## src/rtl/urp_pcie_rx_data_link_layer_pkg.sv

```systemverilog
// Shared types and constants for the PCIe RX data link layer.
// Frame layout: W0 carries the sequence number, W1..W7 carry the TLP,
// and W8 is the trailer.
package urp_pcie_pkg;

  localparam int SEQ_W       = 12;
  localparam int TLP_WORDS   = 7;
  localparam int FRAME_WORDS = 9;
  localparam int WORD_W      = 32;
  localparam int TLP_W       = TLP_WORDS * WORD_W;

  typedef enum logic [1:0] {
    ST_IDLE  = 2'd0,
    ST_DATA  = 2'd1,
    ST_TRAIL = 2'd2
  } rx_state_e;

  // A mismatching sequence that lies at most half the space behind NRS has
  // already been received, so it is a duplicate rather than a gap.
  function automatic logic seq_is_dup(input logic [SEQ_W-1:0] nrs,
                                      input logic [SEQ_W-1:0] seq);
    logic [SEQ_W-1:0] diff;
    diff = nrs - seq;
    return (diff <= 12'd2048);
  endfunction

endpackage

```

## src/rtl/urp_pcie_rx_ack_sched.sv

```systemverilog
// ACK/NAK scheduler: coalesces delivery ACKs, suppresses repeated NAKs
// until the next delivery, and keeps one shadow request while the TX side
// stalls the ACK/NAK channel.
module urp_pcie_rx_ack_sched
  import urp_pcie_pkg::*;
#(
  parameter int ACK_FACTOR = 1
) (
  input  logic             clk,
  input  logic             rst_n,
  input  logic             deliver_i,
  input  logic [SEQ_W-1:0] deliver_seq_i,
  input  logic             nak_req_i,
  input  logic             dup_ack_req_i,
  input  logic [SEQ_W-1:0] nrs_m1_i,
  input  logic             ack_ready_i,
  output logic             ack_valid_o,
  output logic             ack_nak_o,
  output logic [SEQ_W-1:0] ack_seq_o
);

  localparam logic [3:0] AF_M1 = 4'(ACK_FACTOR - 1);

  logic [3:0]       cnt_q, cnt_d;
  logic             nak_sched_q, nak_sched_d;
  logic             av_q, av_d;
  logic             an_q, an_d;
  logic [SEQ_W-1:0] as_q, as_d;
  logic             sv_q, sv_d;
  logic             sn_q, sn_d;
  logic [SEQ_W-1:0] ss_q, ss_d;

  logic             ack_go, nak_go, req_valid, req_nak;
  logic [SEQ_W-1:0] ack_seq, req_seq;

  // Request generation, coalescing and channel/shadow arbitration.
  always_comb begin
    cnt_d       = cnt_q;
    nak_sched_d = nak_sched_q;
    av_d        = av_q;
    an_d        = an_q;
    as_d        = as_q;
    sv_d        = sv_q;
    sn_d        = sn_q;
    ss_d        = ss_q;
    ack_go      = dup_ack_req_i;
    ack_seq     = nrs_m1_i;

    if (deliver_i) begin
      nak_sched_d = 1'b0;
      if (cnt_q == AF_M1) begin
        cnt_d   = 4'd0;
        ack_go  = 1'b1;
        ack_seq = deliver_seq_i;
      end else begin
        cnt_d = cnt_q + 4'd1;
      end
    end

    nak_go = nak_req_i && !nak_sched_q;
    if (nak_go) nak_sched_d = 1'b1;

    req_valid = ack_go || nak_go;
    req_nak   = nak_go;
    req_seq   = nak_go ? nrs_m1_i : ack_seq;

    if (!av_q || ack_ready_i) begin
      // Channel free next cycle: shadow goes first, new request backfills it.
      if (sv_q) begin
        av_d = 1'b1;
        an_d = sn_q;
        as_d = ss_q;
        sv_d = req_valid;
        sn_d = req_nak;
        ss_d = req_seq;
      end else if (req_valid) begin
        av_d = 1'b1;
        an_d = req_nak;
        as_d = req_seq;
      end else begin
        av_d = 1'b0;
      end
    end else if (req_valid && (!sv_q || !sn_q || req_nak)) begin
      // Stalled: keep latest request, but never let an ACK displace a NAK.
      sv_d = 1'b1;
      sn_d = req_nak;
      ss_d = req_seq;
    end
  end

  // Scheduler state registers.
  always_ff @(posedge clk or negedge rst_n) begin
    if (!rst_n) begin
      cnt_q       <= '0;
      nak_sched_q <= 1'b0;
      av_q        <= 1'b0;
      an_q        <= 1'b0;
      as_q        <= '0;
      sv_q        <= 1'b0;
      sn_q        <= 1'b0;
      ss_q        <= '0;
    end else begin
      cnt_q       <= cnt_d;
      nak_sched_q <= nak_sched_d;
      av_q        <= av_d;
      an_q        <= an_d;
      as_q        <= as_d;
      sv_q        <= sv_d;
      sn_q        <= sn_d;
      ss_q        <= ss_d;
    end
  end

  assign ack_valid_o = av_q;
  assign ack_nak_o   = an_q;
  assign ack_seq_o   = as_q;

endmodule

```

## src/rtl/urp_pcie_rx_data_link_layer.sv

```systemverilog
// PCIe RX data link layer: deframes 9-word frames from the PHY, checks
// sequence (and optionally the trailer XOR), delivers TLPs and requests
// ACK/NAK DLLPs through the scheduler.
// Optional feature: define URP_PCIE_RX_LCRC_EN to compare W8 against the
// XOR of W0..W7; otherwise W8 only marks the frame end.
module urp_pcie_rx_data_link_layer
  import urp_pcie_pkg::*;
#(
  parameter int ACK_FACTOR = 1
) (
  input  logic              clk,
  input  logic              rst_n,
  input  logic [WORD_W-1:0] phy_data_i,
  input  logic              phy_valid_i,
  input  logic              phy_sop_i,
  input  logic              phy_eop_i,
  output logic [TLP_W-1:0]  tlp_data_o,
  output logic              tlp_data_valid_o,
  input  logic              tlp_data_ready_i,
  output logic              ack_valid_o,
  output logic              ack_nak_o,
  output logic [SEQ_W-1:0]  ack_seq_o,
  input  logic              ack_ready_i,
  output logic [7:0]        err_cnt_o
);

  rx_state_e         state_q, state_d;
  logic [2:0]        cnt_q, cnt_d;
  logic [SEQ_W-1:0]  seq_q, seq_d;
  logic [WORD_W-1:0] csum_q, csum_d;
  logic [TLP_W-1:0]  frame_q, frame_d;
  logic [TLP_W-1:0]  tlp_q, tlp_d;
  logic              tlp_valid_q, tlp_valid_d;
  logic [SEQ_W-1:0]  nrs_q, nrs_d;
  logic [7:0]        err_q, err_d;

  logic              err_pulse, nak_req, dup_req, deliver, csum_ok, slot_free;
  logic [SEQ_W-1:0]  nrs_m1;

  assign nrs_m1 = nrs_q - 12'd1;

`ifdef URP_PCIE_RX_LCRC_EN
  assign csum_ok = (csum_q == phy_data_i);
`else
  assign csum_ok = 1'b1;
`endif

  // Deframing FSM, frame evaluation and delivery.
  always_comb begin
    state_d     = state_q;
    cnt_d       = cnt_q;
    seq_d       = seq_q;
    csum_d      = csum_q;
    frame_d     = frame_q;
    tlp_d       = tlp_q;
    tlp_valid_d = tlp_valid_q;
    nrs_d       = nrs_q;
    err_pulse   = 1'b0;
    nak_req     = 1'b0;
    dup_req     = 1'b0;
    deliver     = 1'b0;
    slot_free   = !tlp_valid_q || tlp_data_ready_i;

    if (tlp_valid_q && tlp_data_ready_i) tlp_valid_d = 1'b0;

    if (phy_valid_i) begin
      if (phy_sop_i) begin
        if (state_q != ST_IDLE) err_pulse = 1'b1;
        if (phy_eop_i) begin
          err_pulse = 1'b1;
          nak_req   = 1'b1;
          state_d   = ST_IDLE;
        end else begin
          seq_d   = phy_data_i[SEQ_W-1:0];
          csum_d  = phy_data_i;
          cnt_d   = 3'd0;
          state_d = ST_DATA;
        end
      end else begin
        case (state_q)
          ST_DATA: begin
            if (phy_eop_i) begin
              err_pulse = 1'b1;
              nak_req   = 1'b1;
              state_d   = ST_IDLE;
            end else begin
              frame_d[TLP_W-1-WORD_W*int'(cnt_q) -: WORD_W] = phy_data_i;
              csum_d = csum_q ^ phy_data_i;
              cnt_d  = cnt_q + 3'd1;
              if (cnt_q == 3'(TLP_WORDS - 1)) state_d = ST_TRAIL;
            end
          end
          ST_TRAIL: begin
            state_d = ST_IDLE;
            if (!phy_eop_i || !csum_ok) begin
              err_pulse = 1'b1;
              nak_req   = 1'b1;
            end else if (seq_q == nrs_q) begin
              if (slot_free) begin
                deliver     = 1'b1;
                tlp_d       = frame_q;
                tlp_valid_d = 1'b1;
                nrs_d       = nrs_q + 12'd1;
              end else begin
                err_pulse = 1'b1;
                nak_req   = 1'b1;
              end
            end else if (seq_is_dup(nrs_q, seq_q)) begin
              dup_req = 1'b1;
            end else begin
              err_pulse = 1'b1;
              nak_req   = 1'b1;
            end
          end
          default: ;
        endcase
      end
    end

    err_d = (err_pulse && (err_q != 8'hFF)) ? err_q + 8'd1 : err_q;
  end

  // Datapath and FSM state registers.
  always_ff @(posedge clk or negedge rst_n) begin
    if (!rst_n) begin
      state_q     <= ST_IDLE;
      cnt_q       <= '0;
      seq_q       <= '0;
      csum_q      <= '0;
      frame_q     <= '0;
      tlp_q       <= '0;
      tlp_valid_q <= 1'b0;
      nrs_q       <= '0;
      err_q       <= '0;
    end else begin
      state_q     <= state_d;
      cnt_q       <= cnt_d;
      seq_q       <= seq_d;
      csum_q      <= csum_d;
      frame_q     <= frame_d;
      tlp_q       <= tlp_d;
      tlp_valid_q <= tlp_valid_d;
      nrs_q       <= nrs_d;
      err_q       <= err_d;
    end
  end

  urp_pcie_rx_ack_sched #(
    .ACK_FACTOR(ACK_FACTOR)
  ) u_ack_sched (
    .clk          (clk),
    .rst_n        (rst_n),
    .deliver_i    (deliver),
    .deliver_seq_i(seq_q),
    .nak_req_i    (nak_req),
    .dup_ack_req_i(dup_req),
    .nrs_m1_i     (nrs_m1),
    .ack_ready_i  (ack_ready_i),
    .ack_valid_o  (ack_valid_o),
    .ack_nak_o    (ack_nak_o),
    .ack_seq_o    (ack_seq_o)
  );

  assign tlp_data_o       = tlp_q;
  assign tlp_data_valid_o = tlp_valid_q;
  assign err_cnt_o        = err_q;

endmodule

```

## config.mk

```make
export PLATFORM = sky130hd
export DESIGN_NAME = urp_pcie_rx_data_link_layer
export DESIGN_NICKNAME = d
export VERILOG_FILES = /design/src/rtl/urp_pcie_rx_data_link_layer_pkg.sv /design/src/rtl/urp_pcie_rx_ack_sched.sv /design/src/rtl/urp_pcie_rx_data_link_layer.sv
export SDC_FILE = /design/constraint.sdc
export NUM_CORES = 1
export LEC_CHECK = 0
export ABC_AREA = 1
export CORE_ASPECT_RATIO = 0.8
export CORE_UTILIZATION = 35
export DETAILED_ROUTE_END_ITERATION = 10
export PLACE_DENSITY = 0.57
export SETUP_SLACK_MARGIN = 0.5
export SYNTH_ARGS = -nofsm -noshare
export SYNTH_HDL_FRONTEND = slang
export SYNTH_HIERARCHICAL = 1
export SYNTH_SLANG_ARGS = --single-unit
```

## constraint.sdc

```tcl
create_clock -name clk -period 3.4 [get_ports clk]
set_input_delay 0.34 -clock clk [delete_from_list [all_inputs] [get_ports clk]]
set_output_delay 0.34 -clock clk [all_outputs]
set_load 0.02 [all_outputs]
```

==> results.py <==
metrics = {
    "status": {
        "status": "finished clean",
    },
    "placement": {
        "placed_cells_incl_taps": 3487,
        "place_hpwl_um": 42500,
        "dp_slack_ns": 0.112,
        "dpl-instance-area_mm2": 0.0255,
        "io_buffers": 285,
        "place_congestion": 0.850,
    },
    "worst_setup_path": {
        "crit_top_cell": "nand2_1",
        "crit_type": "flop to flop",
        "r2r.worst_path.cells": 29,
        "r2r-start": "nrs_q[0]",
        "slowest_stage": "fa_2",
        "path_buf_inv": 6,
        "required_ns": 3.94,
        "r2r-end": "u_ack_sched/ss_q[0]",
        "rrSetupSlack_ns": 0.15,
        "crit_family": "simple AND/OR/NAND/NOR gates",
        "crit_arrival_ns": 3.79,
        "slowest_delay_ns": 0.43,
        "critPathLaunchType": "flop",
        "end_kind": "flop",
        "cp_max_fo": 6,
    },
    "drt": {
        "routed_via_density": 4.72,
        "final_antenna_net_count": 0,
        "routed_wl_um": 63300,
        "wl_per_cell_um": 17.5,
        "drcViolationCount": 0,
        "vias": 17100,
        "dr.pass1.iters": 5,
        "first_iter_violations": 1189,
    },
    "synth": {
        "ys_seq_elements": 519,
        "synth-edff-count": 0,
        "syn-cell-area_mm2": 0.0215,
        "netlist_instances": 2446,
        "synth_seq_area_share": 0.605,
        "syn_nets": 2508,
        "yosysWarningCount": 6,
        "synthArstFlopShare": 1.00,
        "ys.flop_type": "dfrtp_1",
        "ys_types": 41,
        "avgSynthCellArea_um2": 8.78,
    },
    "power": {
        "power_density_mw_per_mm2": 572,
        "ir_drop_mv": 0.379,
        "p_leak_nw": 13.9,
    },
    "finish": {
        "multi_input_area_mm2": 0.00756,
        "nNetsFinal": 2805,
        "fillerInstances": 5802,
        "fin_area_mm2": 0.0280,
        "drive_gt1_frac": 0.101,
        "area_growth_pct": 30.3,
        "finalNonFillerCells": 3610,
        "fin_util": 0.465,
        "ff_latch_area_mm2": 0.0130,
    },
    "min_path": {
        "hold_start": "phy_data_i[27]",
        "hold_path_end": "frame_q[187]",
        "worst_hold_path.num_cells": 3,
        "worst_hold_path_type": "input port to flop",
    },
    "sta": {
        "finalSetupViolCount": 0,
        "relSlewSlack": 0.395,
        "timing.fmax_mhz": 308,
        "fin_crit_ns": 3.25,
        "fin_skew_ns": 0.0339,
        "worst_pin_slew_ns": 0.907,
        "finalCritPeriodShare": 0.956,
        "hold_violations": 0,
        "slew_violations": 0,
        "rsz0062_at_grt": "yes",
        "worst_slack_ns": 0.148,
        "setup_tns_ns": 0,
    },
    "global_routing": {
        "grt_max_degree": 173,
        "grt_overflow": 0,
        "track_usage": 0.201,
        "grt_pass1_vias": 16800,
        "grt_pass1_wl_um": 97300,
        "antenna_found_initial": 4,
    },
    "clock_tree": {
        "cts_root_buf": "clkbuf_16",
        "clk_pin_slew_worst_paths_ns": 0.06,
        "htree_num_levels": 2,
        "clk_latency_ns": 0.63,
        "cts_sinks": 519,
        "clock_path_buffers": 3,
        "tritoncts": "built",
        "cts_inserted_buffers": 54,
    },
    "job": {
        "cap_violations": 0,
    },
    "die": {
        "start_util": 0.357,
        "die_w_um": 279,
        "die_h_um": 224,
        "core_area_mm2": 0.0602,
        "die_area_mm2": 0.0624,
        "rows": 80,
        "io_pins": 286,
    },
}
metal layers:
metal,GRT usage,vias to the layer above,routed length (um)
met2,0.310,414,28600
met5,0,-,0
li1,-,8243,-
met3,0.0453,95,3870
met1,0.281,8301,29000
met4,0.0631,0,1810
worst reg2reg max path: cells and delay by family (launching register included):
family                     cells  cell delay [ns]
AOI/OAI and AO/OA              1             0.14
adders and majority gates      2             0.55
DFF                            1             0.40
and+or+nand+nor               20             1.72
buffers and inverters          6             0.40
kinds of logic after synthesis:
kind of cell,synth area share
flip-flops,0.605
XOR/XNOR,0.0114
AND/OR/NAND/NOR,0.222
AO/OA/AOI/OAI,0.0830
buffers and inverters,0.0651
adder cells (fa/ha/maj),0.0138
report_power, final:
| part | total (mW) | internal, mW | switching (mW) |
|---|---|---|---|
| combinational | 2.27 | 0.779 | 1.49 |
| sequential | 7.32 | 6.96 | 0.359 |
| clock | 6.42 | 3.84 | 2.58 |
worst max-delay path by stage:
stage / end / slack, ns / cells past startpoint / startpoint
after floorplan: u_ack_sched/sn_q / 0.32 / 29 / nrs_q[0]
after global placement: u_ack_sched/ss_q[11] / 0.14 / 29 / nrs_q[0]
after detailed placement: u_ack_sched/ss_q[9] / 0.11 / 29 / nrs_q[0]
after CTS: u_ack_sched/ss_q[9] / 0.30 / 29 / nrs_q[0]
after global routing: u_ack_sched/ss_q[6] / -0.11 / 29 / nrs_q[0]
final: u_ack_sched/ss_q[0] / 0.15 / 29 / nrs_q[0]
cell type report:
class                           count  share of cell area
Sequential cell                   519               0.464
Inverter                          238              0.0324
Timing Repair Buffer              353               0.126
Antenna cell                        1           0.0000894
Clock buffer                       75              0.0572
Multi-Input combinational cell   1577               0.270
Clock inverter                     27              0.0131
Tap cell                          820              0.0367
placed cells by master, fill, tap and decap left out, drive strengths merged:
| cell | Yosys | final |
|---|---|---|
| nor4 | 6 | 6 |
| clkinv | 1 | 16 |
| xor2 | 25 | 25 |
| diode | 0 | 1 |
| a21oi | 51 | 51 |
| nand2 | 892 | 894 |
| dfrtp | 519 | 519 |
| nor3 | 12 | 12 |
| nand3 | 82 | 84 |
| o21ai | 298 | 298 |
| buf | 31 | 67 |
| inv | 237 | 238 |
| dlygate4sd3 | 0 | 1 |
| xnor2 | 3 | 3 |
| nor2 | 150 | 150 |
| o31ai | 2 | 2 |
| ha | 22 | 22 |
| nand4 | 22 | 22 |
| a211oi | 1 | 1 |
| clkdlybuf4s50 | 0 | 284 |
| bufinv | 0 | 7 |
| a31o | 1 | 1 |
| clkbuf | 85 | 76 |
| nand3b | 2 | 2 |
| clkinvlp | 0 | 4 |
| fa | 1 | 1 |
| or2 | 1 | 1 |
| nor3b | 2 | 2 |
repair_timing:
item	CTS	global route
endpoints found under the hold margin	77	0
buffers inserted	4	9
setup endpoints to repair	29	212
gates cloned	4	2
gates resized for setup	29	64
pin swaps	11	20
hold buffers	1	0
sequential cells by signal, summed over array words and instances, names as in the netlist:
signal	count
cnt_q	3
err_cnt_o	8
frame_q	224
nrs_q	12
seq_q	12
state_q	2
tlp_data_o	224
tlp_data_valid_o	1
u_ack_sched/ack_nak_o	1
u_ack_sched/ack_seq_o	12
u_ack_sched/ack_valid_o	1
u_ack_sched/cnt_q	4
u_ack_sched/nak_sched_q	1
u_ack_sched/sn_q	1
u_ack_sched/ss_q	12
u_ack_sched/sv_q	1
cell usage after synthesis, types with 3 or more instances:
| cell | number | area share |
|---|---|---|
| buf_2 | 21 | 0.0049 |
| xnor2_1 | 3 | 0.0012 |
| inv_2 | 6 | 0.0010 |
| nand3_1 | 79 | 0.018 |
| nand2_1 | 884 | 0.15 |
| nor2_1 | 147 | 0.026 |
| nor4_1 | 3 | 0.00087 |
| xor2_1 | 25 | 0.010 |
| buf_1 | 3 | 0.00052 |
| nand2_2 | 5 | 0.0015 |
| buf_4 | 4 | 0.0014 |
| o21ai_0 | 296 | 0.069 |
| nor3_4 | 3 | 0.0023 |
| nor2_4 | 3 | 0.0016 |
| dfrtp_1 | 519 | 0.60 |
| a21oi_1 | 50 | 0.012 |
| nand2_4 | 3 | 0.0016 |
| inv_1 | 231 | 0.040 |
| nor3_1 | 7 | 0.0016 |
| clkbuf_1 | 84 | 0.015 |
| buf_6 | 3 | 0.0016 |
| ha_1 | 22 | 0.013 |
| nand4_1 | 21 | 0.0061 |
through the flow:
step | hold WS [ns] | power (mW)
4_1_cts | 0.294 | 16.2
3_5_place_dp | 0.458 | 9.61
5_1_grt | 0.330 | 16.8
6_report | 0.334 | 16.0
3_3_place_gp | 0.455 | 9.54
2_1_floorplan | 0.0444 | 8.62
Note: power is estimated with default switching activity, not from simulation.
